`config.mk`:
```
export PLATFORM = sky130hd
export DESIGN_NAME = alu_uart_ctrl
export DESIGN_NICKNAME = d
export VERILOG_FILES = /design/src/rtl/alu_uart_ctrl.sv
export SDC_FILE = /design/constraint.sdc
export NUM_CORES = 1
export LEC_CHECK = 0
export CORE_ASPECT_RATIO = 1.4
export CORE_MARGIN = 2
export CORE_UTILIZATION = 45
export CTS_CLUSTER_SIZE = 8
export DETAILED_ROUTE_END_ITERATION = 16
export GPL_ROUTABILITY_DRIVEN = 0
export PLACE_DENSITY = 0.75
export SYNTH_ARGS = -nofsm -noshare
export SYNTH_HDL_FRONTEND = slang
export SYNTH_SLANG_ARGS = --single-unit
```
`constraint.sdc`:
```
create_clock -name i_clk -period 1.9 [get_ports i_clk]
set_input_delay 0.38 -clock i_clk [delete_from_list [all_inputs] [get_ports i_clk]]
set_output_delay 0.38 -clock i_clk [all_outputs]
set_load 0.01 [all_outputs]
```
`src/rtl/alu_uart_ctrl.sv`:
```
// Byte-command controller: builds ALU operands from UART nibbles, launches the
// sequential ALU and returns the result and status bytes over a ready/valid TX port.
module alu_uart_ctrl #(
    parameter int DATA_WIDTH  = 17,
    parameter int ALU_TIMEOUT = 0,
    parameter int AUTO_STATUS = 0
) (
    input  logic                  i_clk,
    input  logic                  i_rst,
    input  logic                  i_rx_valid,
    input  logic [7:0]            i_rx_data,
    output logic                  o_tx_valid,
    output logic [7:0]            o_tx_data,
    input  logic                  i_tx_ready,
    output logic [DATA_WIDTH-1:0] o_a,
    output logic [DATA_WIDTH-1:0] o_b,
    output logic [1:0]            o_op,
    output logic                  o_start,
    input  logic [DATA_WIDTH-1:0] i_q,
    input  logic                  i_ovf,
    input  logic                  i_zero,
    input  logic                  i_accept
);

    localparam int NBYTES = (DATA_WIDTH + 7) / 8;
    localparam int TW     = (ALU_TIMEOUT > 1) ? $clog2(ALU_TIMEOUT) : 1;
    localparam logic [TW-1:0] TMO_LAST = TW'((ALU_TIMEOUT > 0) ? ALU_TIMEOUT - 1 : 0);
    localparam logic [1:0]    LAST_BYTE = 2'(NBYTES - 1);

    typedef enum logic [1:0] {IDLE, WAIT_ALU, TX_DATA, TX_STATUS} state_t;

    state_t                  state;
    logic [DATA_WIDTH-1:0]   r;
    logic                    ovf, zero, err, tmo;
    logic [1:0]              byte_cnt;
    logic [TW-1:0]           wait_cnt;

    logic [3:0]              opcode, nibble;
    logic [NBYTES*8-1:0]     r_ext;
    logic                    tx_fire, timeout, alu_done;
    logic                    err_n, tmo_n, ovf_n, zero_n;
    logic [7:0]              status_n;
    logic [1:0]              next_byte;

    assign opcode    = i_rx_data[3:0];
    assign nibble    = i_rx_data[7:4];
    assign r_ext     = (NBYTES*8)'(r);
    assign tx_fire   = o_tx_valid & i_tx_ready;
    assign next_byte = byte_cnt + 2'd1;

    // The wait counter counts cycles already spent in WAIT_ALU, so the abort
    // fires in the ALU_TIMEOUT-th cycle; a simultaneous accept takes priority.
    assign timeout  = (ALU_TIMEOUT > 0) && (wait_cnt == TMO_LAST) && !i_accept;
    assign alu_done = (state == WAIT_ALU) && (i_accept || timeout);

    // Next flag values; the status byte is snapshotted from these so an
    // auto-sent status already reflects the completion that triggered it.
    always_comb begin
        err_n  = err;
        tmo_n  = tmo;
        ovf_n  = ovf;
        zero_n = zero;
        if (state == TX_STATUS && tx_fire) begin
            err_n = 1'b0;
            tmo_n = 1'b0;
        end
        if (i_rx_valid && (state != IDLE || opcode >= 4'h9))
            err_n = 1'b1;
        if (state == WAIT_ALU) begin
            if (i_accept) begin
                ovf_n  = i_ovf;
                zero_n = i_zero;
            end else if (timeout) begin
                tmo_n = 1'b1;
            end
        end
        status_n = {4'b0, err_n, tmo_n, ovf_n, zero_n};
    end

    always_ff @(posedge i_clk) begin
        if (i_rst) begin
            state      <= IDLE;
            r          <= '0;
            ovf        <= 1'b0;
            zero       <= 1'b0;
            err        <= 1'b0;
            tmo        <= 1'b0;
            byte_cnt   <= '0;
            wait_cnt   <= '0;
            o_tx_valid <= 1'b0;
            o_tx_data  <= '0;
            o_a        <= '0;
            o_b        <= '0;
            o_op       <= '0;
            o_start    <= 1'b0;
        end else begin
            o_start <= 1'b0;
            err     <= err_n;
            tmo     <= tmo_n;
            ovf     <= ovf_n;
            zero    <= zero_n;
            case (state)
                IDLE: begin
                    if (i_rx_valid) begin
                        case (opcode)
                            4'h0: o_a <= {o_a[DATA_WIDTH-5:0], nibble};
                            4'h1: o_b <= {o_b[DATA_WIDTH-5:0], nibble};
                            4'h2: begin
                                state      <= TX_DATA;
                                byte_cnt   <= '0;
                                o_tx_valid <= 1'b1;
                                o_tx_data  <= r_ext[7:0];
                            end
                            4'h3: begin
                                state      <= TX_STATUS;
                                o_tx_valid <= 1'b1;
                                o_tx_data  <= status_n;
                            end
                            4'h4, 4'h5, 4'h6, 4'h7: begin
                                state    <= WAIT_ALU;
                                o_op     <= opcode[1:0];
                                o_start  <= 1'b1;
                                wait_cnt <= '0;
                            end
                            4'h8: begin
                                o_a <= '0;
                                o_b <= '0;
                            end
                            default: ;
                        endcase
                    end
                end
                WAIT_ALU: begin
                    if (i_accept)
                        r <= i_q;
                    if (alu_done) begin
                        if (AUTO_STATUS != 0) begin
                            state      <= TX_STATUS;
                            o_tx_valid <= 1'b1;
                            o_tx_data  <= status_n;
                        end else begin
                            state <= IDLE;
                        end
                    end else begin
                        wait_cnt <= wait_cnt + 1'b1;
                    end
                end
                TX_DATA: begin
                    if (tx_fire) begin
                        if (byte_cnt == LAST_BYTE) begin
                            o_tx_valid <= 1'b0;
                            state      <= IDLE;
                        end else begin
                            byte_cnt  <= next_byte;
                            o_tx_data <= r_ext[{next_byte, 3'b000} +: 8];
                        end
                    end
                end
                TX_STATUS: begin
                    if (tx_fire) begin
                        o_tx_valid <= 1'b0;
                        state      <= IDLE;
                    end
                end
                default: state <= IDLE;
            endcase
        end
    end

endmodule

```
==> results by group <==
Outcome
  • Outcome: finished clean

Detailed routing
  • 1st-iter DRT viols: around 170
  • Via count: roughly 3000
  • Vias per cell: ~5.6
  • DRT Pass-1 Iters: 4
  • Antenna-violating nets left: 0
  • Routed WL per cell: ~14 um
  • # DRC: 0
  • Drt total wl: roughly 7500 um

Timing
  • Tightest Pin Transition: 0.4433 ns
  • Period utilisation layout: 0.9403
  • Max-slew violation count: 0
  • RSZ-0062 raised after global routing: false
  • Final number of hold-violating endpoints: 0
  • Final setup vio count: 0
  • Final hold slack: 0.4396 ns
  • Slew margin rel.: 0.7045
  • Clock period minus worst slack: ~1.8 ns
  • Worst Skew: 0.005686 ns
  • Max Clock Freq: ~560 MHz

Critical path
  • Reg-to-reg startpoint: byte_cnt[0]
  • R2R Setup Slk: 0.21 ns
  • R2r worst-path depth: 6
  • Crit path max-delay cell type: clkdlybuf4s50_1
  • Worst endpoint required time: 1.52 ns
  • RR Endpoint: o_tx_data[2]
  • CP max FO: 7
  • Arrival @ worst endpoint: 1.41 ns
  • Critical-path cell list: clkdlybuf4s50_1
  • Worst path buffer plus inverter count: 1
  • Largest delay contributor family on the critical path: buffers and inverters
  • CP endpoint kind: primary output
  • Startpoint Class: flip-flop
  • Kind of critical path: reg -> out
  • CP peak stage delay: 0.59 ns

Logic synthesis
  • EDFF count, synth: 0
  • Sequential area share after synthesis: 0.4686
  • Mapped Nets: 390
  • Distinct cell type count after synthesis: 48
  • Syn Area/Cell: 8.496 um2
  • Synth Instances: 357
  • Post-synthesis async set-or-reset flop share: 0
  • Synth Flop Type: dfxtp_1
  • Cell Area, Synth: 3033 um2
  • Ys Warns: 0
  • Synthesized flop and latch total: 71

Global route
  • GRT met3 Usage: 0.04577
  • First-pass GRT wire length: between 10000 and 15000 um
  • GR Util met1: 0.2338
  • GR Util All Layers: 0.2112
  • Vias in the first global route: 2699
  • Overflow after GRT: 0
  • Met2 track demand over resource: 0.3728
  • Busiest metal layer after global routing: met2
  • Pin count of the biggest net entering global routing: 36
  • Initial antenna violation count: 0

Worst hold path
  • Hold_sp: tmo
  • Hold Path Depth: 2
  • Hold Path Class: reg -> reg
  • Hold endpoint: tmo

Layout
  • Ant diodes: 0
  • Share of cells above drive strength 1: 0.1378
  • Fin util: 0.6482
  • Layout area overhead: 40.39%
  • Cell area after layout: 4258 um2
  • Final #Nets: 478

Power
  • Power Density: between 800 and 900 nW/um2
  • Combinational Power Share: 0.085
  • Pint: 2.745 mW
  • Tot Pwr: between 3 and 4 mW
  • Leakage: 1.532 nW
  • Switching pwr: 716.8 uW
  • Sequential power share: 0.441
  • Clk pwr share: 0.474
  • Max rail drop VDD: 439.5 uV
  • Sw Share: 0.2071

Clocking
  • Root buf cell: clkbuf_8
  • CTS tree: done
  • Resized Gates After CTS: 0
  • Clock Latency Late Sink: 0.35 ns
  • Clock tree buffer depth: 2
  • CTS clk-pin slew, worst paths: 0.08 ns
  • Setup Fix Bufs, Post-CTS: 0
  • TritonCTS buffer count: 9
  • CTS Hold Buffers Added: 0
  • CTS Sinks: 71
  • H-tree Lvls: 3

Place
  • Detail Placement HPWL: 5377 um
  • IO buf count: 77
  • Placed inst area: 3979 um2

Die
  • Top Ports: 78
  • Die width: between 70 and 80 um
  • Die footprint: 7422 um2
  • Chip height: around 100 um
  • Placeable Area: 6569 um2
  • Row cnt: 35
  • Initial Util: 0.4617

Run
  • Max Cap Viol: 0
-- worst max path at each step --
stage / from / endpoint / slack [ns] / cells past startpoint
6_report: o_tx_valid / o_tx_valid / 0.11 / 1
5_1_grt: byte_cnt[0] / o_tx_data[1] / 0.08 / 6
4_1_cts: o_tx_valid / o_tx_valid / 0.12 / 1
3_5_place_dp: i_rx_data[1] / o_a[3] / -0.15 / 5
3_3_place_gp: i_rx_data[1] / o_tx_data[1] / -0.12 / 6
2_1_floorplan: i_rx_data[0] / o_a[0] / 0.31 / 6
-- layout make-up --
type	instances	area, um2
clock inverters	5	127.6
multi-input cells	254	1441
well taps	74	92.59
flip-flops and latches	71	1421
clock buffers	11	151.4
fillers	588	2311
repair buffers	107	1016
inverters	2	7.507
-- worst min-delay path: stages, from the launching register on --
cell and delay, ns:
dfxtp_1 0.32, nand2_1 0.06, nor2_1 0.03
-- per-stage QoR --
step	setup WS [ns]	std cells	TNS, ns
3_3_place_gp	-0.1239	508	-2.526
4_1_cts	0.1220	524	0
2_1_floorplan	0.3053	357	0
3_5_place_dp	-0.1494	508	-3.741
5_1_grt	0.08469	524	0
6_report	0.1135	524	0
-- cells in the mapped netlist (3+ instances only) --
library cell	instances	area share
clkbuf_1	12	0.015
nand2b_1	3	0.0062
a222oi_1	7	0.023
nand3b_1	14	0.035
a211oi_1	3	0.0074
buf_4	6	0.015
nand3_1	18	0.030
dfxtp_1	71	0.47
nor3_1	12	0.020
a21oi_1	55	0.091
nand4_1	3	0.0062
nor2_1	16	0.020
nand2_1	76	0.094
buf_2	8	0.013
and2_4	4	0.012
mux2i_1	8	0.026
-- sequential cells by signal, indices dropped and copies added (netlist names), 2 cells and up --
signal,cells
r,17
state,2
o_b,17
byte_cnt,2
o_tx_data,8
o_op,2
o_a,17
-- logic make-up after synthesis --
group / synth area share
and+or+nand+nor: 0.2731
AOI/OAI and AO/OA: 0.1576
DFF: 0.4686
buffers and inverters: 0.05610
muxes: 0.03754
xor gates and xnor gates: 0.002888
adders and majority gates: 0.004125
-- routing by layer --
metal,vias up,part of all wire
met5,-,0
met4,0,0.032
met3,18,0.053
met2,109,0.51
met1,1373,0.40
li1,1435,-
-- cell usage in the layout (no fill, tap or decap), types with 2 or more instances in the layout --
master / synthesis / layout
and3_1: 2 / 2
o21ai_0: 2 / 2
nor2_1: 16 / 16
a222oi_1: 7 / 7
nand2b_1: 3 / 3
clkbuf_8: 0 / 11
clkdlybuf4s50_1: 0 / 76
nand4_1: 3 / 3
nor3_1: 12 / 12
nand3b_1: 14 / 14
and2_4: 4 / 4
and4_1: 2 / 2
a211oi_1: 3 / 3
and4bb_2: 2 / 2
mux2i_1: 8 / 8
buf_12: 0 / 2
nand2_1: 76 / 76
nand3_1: 18 / 18
nand4b_1: 2 / 2
inv_1: 2 / 2
bufinv_16: 0 / 4
dfxtp_1: 71 / 71
buf_4: 6 / 28
nor2_2: 2 / 2
a21oi_1: 55 / 55
-- power by group through the flow --
stage | Clock, mW | Combinational, mW | Sequential [mW]
6_report | 1.64 | 0.295 | 1.53
5_1_grt | 1.74 | 0.323 | 1.53
4_1_cts | 1.66 | 0.297 | 1.53
3_5_place_dp | 0 | 0.294 | 1.56
3_3_place_gp | 0 | 0.291 | 1.56
2_1_floorplan | 0 | 0.148 | 1.56
No activity file was read; power rests on OpenSTA's default activity.
